**config.mk**
```make
export PLATFORM = sky130hd
export DESIGN_NAME = toy_conv_tile_sched
export DESIGN_NICKNAME = d
export VERILOG_FILES = /design/src/rtl/toy_conv_tile_sched.sv
export SDC_FILE = /design/constraint.sdc
export NUM_CORES = 1
export LEC_CHECK = 0
export ABC_AREA = 1
export BUFFER_PORTS_ARGS = -buffer_cell sky130_fd_sc_hd__clkbuf_2
export CAP_MARGIN = 30
export CORE_ASPECT_RATIO = 1.75
export CORE_MARGIN = 1
export CORE_UTILIZATION = 28
export DETAILED_ROUTE_END_ITERATION = 12
export SLEW_MARGIN = 5
export SYNTH_ARGS = -nofsm -noshare
export SYNTH_HDL_FRONTEND = slang
export SYNTH_SLANG_ARGS = --single-unit
export TNS_END_PERCENT = 5
```
**constraint.sdc**
```tcl
create_clock -name clk -period 2.9 [get_ports clk]
set_input_delay 0.145 -clock clk [delete_from_list [all_inputs] [get_ports clk]]
set_output_delay 0.145 -clock clk [all_outputs]
set_load 0.05 [all_outputs]
```
**src/rtl/toy_conv_tile_sched.sv**
```systemverilog
// Tile scheduler for an output-stationary ARR x ARR systolic array computing an M x K by K x COUT GEMM.
// Latency: per tile 1 (clear) + K (feed) + 2*ARR-1 (flush) + valid rows + 1 (next); done one cycle after the last tile.
// Backpressure: rows are offered on wb_valid and advance only on wb_valid && wb_ready; outputs hold while wb_ready is low.
//
// Ports:
//   clk, n_rst          clock (rising edge), asynchronous active-low reset
//   start, abort        layer start (IDLE only), synchronous abort to IDLE (wins over everything)
//   busy, done          not-IDLE indicator, one-cycle completion pulse
//   acc_clr, mac_en     array accumulator clear, array shift/MAC enable
//   a_rd_en, a_addr     activation buffer read, address mt*K + k
//   w_rd_en, w_addr     weight buffer read, address ct*K + k
//   wb_valid/wb_ready   writeback handshake for row wb_row (global row wb_m) of column tile wb_ct
module toy_conv_tile_sched #(
  parameter int M      = 25,
  parameter int K      = 9,
  parameter int COUT   = 4,
  parameter int ARR    = 4,
  parameter int ADDR_W = 8,
  localparam int MT    = (M + ARR - 1) / ARR,
  localparam int CT    = (COUT + ARR - 1) / ARR,
  localparam int SKEW  = 2 * ARR - 1,
  localparam int ROW_W = (ARR > 1) ? $clog2(ARR) : 1,
  localparam int M_W   = (M > 1) ? $clog2(M) : 1,
  localparam int CT_W  = (CT > 1) ? $clog2(CT) : 1
) (
  input  logic              clk,
  input  logic              n_rst,
  input  logic              start,
  input  logic              abort,
  output logic              busy,
  output logic              done,
  output logic              acc_clr,
  output logic              mac_en,
  output logic              a_rd_en,
  output logic [ADDR_W-1:0] a_addr,
  output logic              w_rd_en,
  output logic [ADDR_W-1:0] w_addr,
  output logic              wb_valid,
  input  logic              wb_ready,
  output logic [ROW_W-1:0]  wb_row,
  output logic [M_W-1:0]    wb_m,
  output logic [CT_W-1:0]   wb_ct
);

  localparam int MT_W = (MT > 1) ? $clog2(MT) : 1;
  localparam int K_W  = (K > 1) ? $clog2(K) : 1;
  localparam int S_W  = (SKEW > 1) ? $clog2(SKEW) : 1;

  localparam logic [MT_W-1:0]  MT_LAST = MT_W'(MT - 1);
  localparam logic [CT_W-1:0]  CT_LAST = CT_W'(CT - 1);
  localparam logic [K_W-1:0]   K_LAST  = K_W'(K - 1);
  localparam logic [S_W-1:0]   S_LAST  = S_W'(SKEW - 1);
  localparam logic [ROW_W-1:0] R_LAST  = ROW_W'(ARR - 1);

  localparam logic [2:0] S_IDLE  = 3'd0;
  localparam logic [2:0] S_CLR   = 3'd1;
  localparam logic [2:0] S_FEED  = 3'd2;
  localparam logic [2:0] S_FLUSH = 3'd3;
  localparam logic [2:0] S_DRAIN = 3'd4;
  localparam logic [2:0] S_NEXT  = 3'd5;
  localparam logic [2:0] S_DONE  = 3'd6;

  // Buffer addresses must fit the address width without wrapping.
  if (MT * K > 2 ** ADDR_W || CT * K > 2 ** ADDR_W) begin : g_addr_range_bad
    $error("toy_conv_tile_sched: MT*K or CT*K exceeds 2**ADDR_W");
  end

  logic [2:0]       state_q, state_d;
  logic [MT_W-1:0]  mt_q, mt_d;
  logic [CT_W-1:0]  ct_q, ct_d;
  logic [K_W-1:0]   k_q, k_d;
  logic [S_W-1:0]   f_q, f_d;
  logic [ROW_W-1:0] r_q, r_d;
  logic             row_last;

  // Last row of a tile: either the array edge or the final row of the matrix.
  assign row_last = (r_q == R_LAST) || (int'(mt_q) * ARR + int'(r_q) + 1 >= M);

  always_comb begin
    state_d = state_q;
    mt_d    = mt_q;
    ct_d    = ct_q;
    k_d     = k_q;
    f_d     = f_q;
    r_d     = r_q;
    case (state_q)
      S_IDLE: begin
        if (start) begin
          state_d = S_CLR;
          mt_d    = '0;
          ct_d    = '0;
        end
      end
      S_CLR: begin
        state_d = S_FEED;
        k_d     = '0;
      end
      S_FEED: begin
        if (k_q == K_LAST) begin
          state_d = S_FLUSH;
          f_d     = '0;
        end else begin
          k_d = k_q + 1'b1;
        end
      end
      S_FLUSH: begin
        if (f_q == S_LAST) begin
          state_d = S_DRAIN;
          r_d     = '0;
        end else begin
          f_d = f_q + 1'b1;
        end
      end
      S_DRAIN: begin
        if (wb_ready) begin
          if (row_last) state_d = S_NEXT;
          else          r_d     = r_q + 1'b1;
        end
      end
      S_NEXT: begin
        if (ct_q != CT_LAST) begin
          ct_d    = ct_q + 1'b1;
          state_d = S_CLR;
        end else if (mt_q != MT_LAST) begin
          ct_d    = '0;
          mt_d    = mt_q + 1'b1;
          state_d = S_CLR;
        end else begin
          state_d = S_DONE;
        end
      end
      S_DONE:  state_d = S_IDLE;
      default: state_d = S_IDLE;
    endcase
    if (abort) begin
      state_d = S_IDLE;
      mt_d    = '0;
      ct_d    = '0;
      k_d     = '0;
      f_d     = '0;
      r_d     = '0;
    end
  end

  // Outputs are decoded from the next state and registered, so each output
  // reflects the state/counters of the cycle in which it is visible.
  logic              busy_d, done_d, acc_clr_d, mac_en_d, rd_en_d, wb_valid_d;
  logic [ADDR_W-1:0] a_addr_d, w_addr_d;
  logic [ROW_W-1:0]  wb_row_d;
  logic [M_W-1:0]    wb_m_d;
  logic [CT_W-1:0]   wb_ct_d;

  always_comb begin
    busy_d     = (state_d != S_IDLE);
    done_d     = (state_d == S_DONE);
    acc_clr_d  = (state_d == S_CLR);
    mac_en_d   = (state_d == S_FEED) || (state_d == S_FLUSH);
    rd_en_d    = (state_d == S_FEED);
    wb_valid_d = (state_d == S_DRAIN);
    a_addr_d   = '0;
    w_addr_d   = '0;
    wb_row_d   = '0;
    wb_m_d     = '0;
    wb_ct_d    = '0;
    if (rd_en_d) begin
      a_addr_d = ADDR_W'(int'(mt_d) * K + int'(k_d));
      w_addr_d = ADDR_W'(int'(ct_d) * K + int'(k_d));
    end
    if (wb_valid_d) begin
      wb_row_d = r_d;
      wb_m_d   = M_W'(int'(mt_d) * ARR + int'(r_d));
      wb_ct_d  = ct_d;
    end
  end

  always_ff @(posedge clk or negedge n_rst) begin
    if (!n_rst) begin
      state_q  <= S_IDLE;
      mt_q     <= '0;
      ct_q     <= '0;
      k_q      <= '0;
      f_q      <= '0;
      r_q      <= '0;
      busy     <= 1'b0;
      done     <= 1'b0;
      acc_clr  <= 1'b0;
      mac_en   <= 1'b0;
      a_rd_en  <= 1'b0;
      w_rd_en  <= 1'b0;
      a_addr   <= '0;
      w_addr   <= '0;
      wb_valid <= 1'b0;
      wb_row   <= '0;
      wb_m     <= '0;
      wb_ct    <= '0;
    end else begin
      state_q  <= state_d;
      mt_q     <= mt_d;
      ct_q     <= ct_d;
      k_q      <= k_d;
      f_q      <= f_d;
      r_q      <= r_d;
      busy     <= busy_d;
      done     <= done_d;
      acc_clr  <= acc_clr_d;
      mac_en   <= mac_en_d;
      a_rd_en  <= rd_en_d;
      w_rd_en  <= rd_en_d;
      a_addr   <= a_addr_d;
      w_addr   <= w_addr_d;
      wb_valid <= wb_valid_d;
      wb_row   <= wb_row_d;
      wb_m     <= wb_m_d;
      wb_ct    <= wb_ct_d;
    end
  end

endmodule

```
==> summary.md, run 1 <==
| Metric | Value |
|---|---|
| Tmin final | 2650 ps |
| Clk sinks | 40 |
| Top_reg_cell synth | dfrtp_1 |
| GR Overflow Total | 0 |
| Rows | 42 |
| Mapped cell area | 0.00222 mm^2 |
| First-pass detailed-route iteration total | 4 |
| Routability cong. | 0.842 |
| Clock root cell | clkbuf_16 |
| RSZ-0062 raised after global routing | false |
| Crit-path max FO | 5 |
| Yosys cell types | 33 |
| Worst setup SP type | register |
| DP Area | approximately 0.0025 mm^2 |
| Finish-stage setup viols | 0 |
| CP startpoint | mt_q[1] |
| Dpl ws | ~200 ps |
| Maxcap violations | 0 |
| Die area | 0.00831 mm^2 |
| Core Region | 0.00762 mm^2 |
| CTS tree | done |
| Final ANT Viol Nets | 0 |
| Max-slew violations | 0 |
| Via density | 4.46 |
| Filler cell count | 773 |
| RR Startpoint | mt_q[1] |
| Net Sw Frac | 0.246 |
| Worst setup margin | 253 ps |
| Kind of end point of the critical path | register |
| Achievable Freq | 378 MHz |
| Clk_lat worst skew | 290 ps |
| Drt wl/cell | 12.0 um |
| Post-synth EDFFs | 0 |
| Hold wc startpoint | abort |
| H-tree depth | 2 |
| Post-route design area | 0.00273 mm^2 |
| Most common cell in the netlist | dfrtp_1 |
| Tot GR Track Use | 0.120 |
| DP HPWL | 3.63 mm |
| Clock Skew | roughly 5.7 ps |
| Syn. warnings | 0 |
| Clock transition at the registers of the reported paths | 60 ps |
| Finished Layout Cells | roughly 370 |
| Avg Inst Size Synth | 9.07 um^2 |
| Leak pwr | 1.45 nW |
| Via count | 1664 |
| Die X | 69.3 um |
| Synth area leader | dfrtp_1 |
| Top-area cell type share of the netlist area | 0.450 |
| DRT iter0 DRCs | 38 |
| CP max stage delay | ~440 ps |
| Critical path, cell by cell | ha_1, nand2_1, nor2_1, nand2_2, nand3_1, nand2_1, inv_1, ha_1, ha_1, nand2_1, nand2_1, a21oi_1, or2_2, nand2_1, nand2_1, nor2_1 |
| Crit-path most repeated cell | nand2_1 |
| Worst VDD drop | 242 uV |
| Post-Synthesis Cells | between 200 and 250 |
| PwrDens | 591 mW/mm^2 |
| IO Pins | 36 |
| Number of synthesized register bits | 40 |
| Bufs and invs on worst path | 1 |
| Endpoints failing hold | 0 |
| Global-route wire length before repair | 7.71 mm |
| Residual DRC | 0 |
| CTS Buf Count | 5 |
| Max Root-Sink Buffers | 2 |
| Worst EP arrival | 2870 ps |
| Int Pwr | between 1 and 1.5 mW |
| Part of the power in the clock network | 0.498 |
| Pin count of the biggest net entering global routing | 25 |
| Critical Path RT | 3120 ps |
| Power share of the sequential group | 0.365 |
| Psw | 0.397 mW |
| Buffers added on ports | 31 |
| Post-synth top cells | 40 x dfrtp_1, 35 x inv_1, 35 x nand2_1 |
| CP top delay family | simple AND/OR/NAND/NOR gates |
| Layout Area Growth over Synthesis | 23.0% |
| Starting density of the core | 0.292 |
| Synth async-reset ratio | 1.00 |
| Fin crit share | 0.913 |
| Setup CP Type | register to register |
| Antenna Diode Count | 0 |
| Hold crit path type | input port to register |
| Ranking of synthesized cells by area | dfrtp_1 45%, ha_1 10%, inv_1 5.9%, nand2_1 5.9%, nor2_1 4.1% |
| Combinational group share of total power | 0.137 |
| Placed insts | 364 |
| # nets final | 308 |
| Crit-path slowest cell | dfrtp_2 |
| Vias in the first global route | 1706 |
| Layout cells sized above 1 | 0.298 |
| Setup TNS | 0 ps |
| Initial antenna violation count | 0 |
| Die Y | 120 um |
| Status | finished, final reports clean |
| Final WL | ~4.5 mm |
| Sequential share of the synthesized area | 0.450 |
## kinds of logic (layout without fill, tap and decap cells)
kind of cell,after synthesis,in the layout,synth area share
other,1,4,0.00169
flip-flops,40,40,0.450
adder cells (fa/ha/maj),19,19,0.110
AND/OR/NAND/NOR,108,108,0.262
buffers and inverters,49,86,0.0957
XOR/XNOR,5,5,0.0197
AO/OA/AOI/OAI,23,23,0.0597
## repair_timing
item                                   CTS  global route
gates resized for setup                  0             4
setup endpoints to repair                0             2
buffers inserted                         0             0
hold buffers                             1             0
endpoints found under the hold margin   16             0
## worst paths after layout
path | endpoint | slack (ps) | cells past startpoint
worst max-delay path | a_addr[6] | 250 | 16
worst min-delay path | state_q[2] | 190 | 2
max in group asynchronous | mt_q[1] | 2060 | 3
worst max register to register | a_addr[6] | 250 | 16
worst min register to register | f_q[1] | 530 | 2
min in group asynchronous | acc_clr | 350 | 2
## per-stage QoR
stage | total power [mW] | hold slack [ps] | utilization
2_1_floorplan | 0.763 | -151 | -
3_3_place_gp | 0.815 | 358 | 0.324
3_5_place_dp | 0.823 | 129 | 0.328
4_1_cts | 1.64 | 183 | 0.357
5_1_grt | 1.68 | 189 | 0.359
6_report | 1.62 | 193 | 0.359
## power by group through the flow
stage / clock, mW / sequential [mW] / combinational [mW]
final: 0.804 / 0.589 / 0.222
after global routing: 0.840 / 0.592 / 0.248
after CTS: 0.822 / 0.589 / 0.225
after detailed placement: 0 / 0.600 / 0.223
after global placement: 0 / 0.599 / 0.217
after floorplan: 0 / 0.630 / 0.133
## per-layer routing
layer	track usage	vias to the layer above	wire [um]
li1	-	838	-
met1	0.119	780	1680
met2	0.223	35	2480
met3	0.0227	11	132
met4	0.0740	0	160
met5	0	-	0
## layout make-up
class                           count  area, um^2  share of cell area
Clock buffer                        5         125              0.0458
Clock inverter                      3        90.1              0.0330
Inverter                           41         155              0.0568
Multi-Input combinational cell    159        1030               0.376
Sequential cell                    40        1000               0.367
Tap cell                           88         110              0.0403
Timing Repair Buffer               37         223              0.0815
## cell usage in the layout, fill, tap and decap left out, types with 3 or more instances in the layout
cell type / count
inv_2: 5
o21ai_0: 9
nor2_1: 22
dfrtp_1: 39
nand3_1: 15
clkbuf_16: 5
inv_1: 35
bufinv_16: 3
nand2_2: 8
nand2_1: 35
clkbuf_2: 31
xor2_1: 3
nor2_2: 11
nor2_4: 4
conb_1: 4
ha_1: 18
buf_4: 4
o211ai_1: 3
a21oi_1: 8
## state kept, by name, indices dropped and copies added (netlist names)
register / count
k_q: 4
w_rd_en: 1
wb_m: 5
wb_ct: 1
busy: 1
f_q: 3
wb_valid: 1
ct_q: 1
state_q: 3
done: 1
mac_en: 1
a_addr: 7
mt_q: 3
r_q: 2
w_addr: 5
acc_clr: 1
No activity file was read; power rests on OpenSTA's default activity.
==> run 2: changes to the inputs <==
--- a/config.mk
+++ b/config.mk
@@ -10,6 +10,7 @@
 export CAP_MARGIN = 30
 export CORE_ASPECT_RATIO = 1.75
-export CORE_MARGIN = 1
+export CORE_MARGIN = 2
 export CORE_UTILIZATION = 28
+export CTS_CLUSTER_DIAMETER = 30
 export DETAILED_ROUTE_END_ITERATION = 12
 export SLEW_MARGIN = 5
==> constraint.sdc (replaced) <==
create_clock -name clk -period 2.9 [get_ports clk]
set_input_delay 0.29 -clock clk [delete_from_list [all_inputs] [get_ports clk]]
set_output_delay 0.29 -clock clk [all_outputs]
set_load 0.05 [all_outputs]
==> run 2 against run 1 <==
Net effect: sequential share of layout area up 0.64 points; largest power group is now registers; count of clock-buffer cells in the layout is 1 higher; non-clock buffer count up 3.
==> summary.md, run 2 (synthesis gave the netlist of run 1 again) <==
| Metric | Value |
|---|---|
| Maxcap violations | 0 |
| Die area | 0.00869 mm^2 |
| Max-slew violations | 0 |
| Tmin final | 2640 ps |
| Finish-stage setup viols | 0 |
| Hold crit path type | input port to register |
| Layout cells sized above 1 | 0.302 |
| Area of the multi-input gates | 0.00103 mm^2 |
| Clk_lat worst skew | just under 300 ps |
| Die X | slightly above 70 um |
| Worst VDD drop | 203 uV |
| Drt wl/cell | about 12 um |
| Post-route design area | 0.00268 mm^2 |
| Vias in the first global route | 1702 |
| Largest registers | a_addr: 7 flops, w_addr: 5 flops, wb_m: 5 flops |
| Buffers added on ports | 31 |
| Max Root-Sink Buffers | 2 |
| Commonest non-fill, non-tap cell in the layout | dfrtp_1 |
| Clk sinks | 40 |
| Endpoints failing hold | 0 |
| Achievable Freq | approximately 380 MHz |
| Most used cells in the layout excluding fill and tap cells | 40 x dfrtp_1, 35 x inv_1, 35 x nand2_1 |
| H-tree depth | 2 |
| CTS Buf Count | 5 |
| CTS tree | done |
| Antenna Diode Count | 0 |
| Tot GR Track Use | 0.121 |
| Hold wc startpoint | abort |
| Fin crit share | 0.912 |
| Placed insts | 366 |
| Sequential Area | 0.00100 mm^2 |
| Final WL | ~4.6 mm |
| Leak pwr | 1.44 nW |
| Final ANT Viol Nets | 0 |
| Hold slack | 324 ps |
| CP startpoint | state_q[2] |
| Largest Register | a_addr |
| GR Overflow Total | 0 |
| Clock root cell | clkbuf_16 |
| Global-route wire length before repair | 7.97 mm |
| Worst setup SP type | register |
| Setup CP Type | register to register |
| PwrDens | 509 mW/mm^2 |
| DP Area | about 0.0025 mm^2 |
| Rows | 43 |
| RR Startpoint | state_q[2] |
| Die Y | ~120 um |
| Kind of end point of the critical path | register |
| Layout Area Growth over Synthesis | 20.7% |
| Clock transition at the registers of the reported paths | 60 ps |
| Finished Layout Cells | 378 |
| Core Region | just under 0.008 mm^2 |
| Status | finished, final reports clean |
| R2r setup slk | between 200 and 300 ps |
| Starting density of the core | 0.285 |
| Worst EP arrival | 2860 ps |
| Clock Skew | 4.17 ps |
| # nets final | 311 |
| Via density | between 4 and 5 |
| First-pass detailed-route iteration total | 4 |
| Filler cell count | 791 |
| Dpl ws | 177 ps |
| Pin count of the biggest net entering global routing | 28 |
| Via count | 1672 |
| Max reg flops | 7 |
| Routability cong. | between 0.8 and 0.9 |
| DRT iter0 DRCs | 60 |
| DP HPWL | between 3 and 4 mm |
| Initial antenna violation count | 0 |
| Crit-path max FO | 8 |
| Critical Path RT | ~3100 ps |
| Residual DRC | 0 |
| IO Pins | 36 |
| Worst setup margin | 256 ps |
[run 2: cell types whose count changed in the layout (fill, tap and decap cells not counted)]
cell | previous run | this run
buf_12 | 0 | 1
buf_16 | 1 | 0
buf_4 | 4 | 7
bufinv_16 | 3 | 0
clkbuf_8 | 0 | 1
clkinv_2 | 1 | 3
dfrtp_1 | 39 | 40
dfrtp_2 | 1 | 0
o21ai_0 | 9 | 8
o21ai_1 | 0 | 1
[run 2: final cells by class]
class | instances | area share
multi-input combinational | 159 | 0.383
sequential | 40 | 0.373
timing repair buffer | 40 | 0.0886
inverter | 41 | 0.0578
clock buffer | 6 | 0.0518
tap | 90 | 0.0420
clock inverter | 2 | 0.00373
[run 2: report_power, final]
| part | internal [mW] | switching (mW) |
|---|---|---|
| clock | 0.339 | 0.215 |
| sequential | 0.577 | 0.0135 |
| combinational | 0.0623 | 0.159 |
[run 2: worst paths after layout]
path                         endpoint  cells past startpoint
max in group asynchronous       wb_ct                      3
max                         a_addr[6]                     16
min in group asynchronous     acc_clr                      2
min                        state_q[2]                      2
max reg2reg                 a_addr[6]                     16
min reg2reg                    f_q[1]                      2
[run 2: timing repair]
action                                  4_1_cts  5_1_grt
endpoints found under the setup margin        0        2
endpoints found under the hold margin        13        0
resized for setup                             0        4
hold buffers                                  1        0
buffers inserted                              0        3
[run 2: per-stage QoR]
stage | setup TNS [ps] | utilization | total power, mW
finish | 0 | 0.344 | 1.37
global route | -5.69 | 0.344 | 1.43
CTS | 0 | 0.340 | 1.38
detailed placement | 0 | 0.320 | 0.820
global placement | 0 | 0.317 | 0.816
floorplan | 0 | - | 0.763
[run 2: layer usage]
metal | part of all wire | global-route usage | vias to the layer above
met4 | 0.033 | 0.0743 | 0
li1 | - | - | 843
met5 | 0 | 0 | -
met1 | 0.37 | 0.123 | 789
met3 | 0.029 | 0.0190 | 10
met2 | 0.56 | 0.226 | 30
[run 2: worst max-delay path, cell delays in order, from the launching register on]
cell     delay (ps)
dfrtp_1         400
inv_2           150
nand3_1         140
nand2_2         170
nand2_1          70
nand2_1         110
nand2_1          70
nor2_2          230
ha_1            330
ha_1            290
nand2_1          40
nand2_1          50
a21oi_1          60
or2_2           280
nand2_1          60
nand2_1          50
nor2_1           80
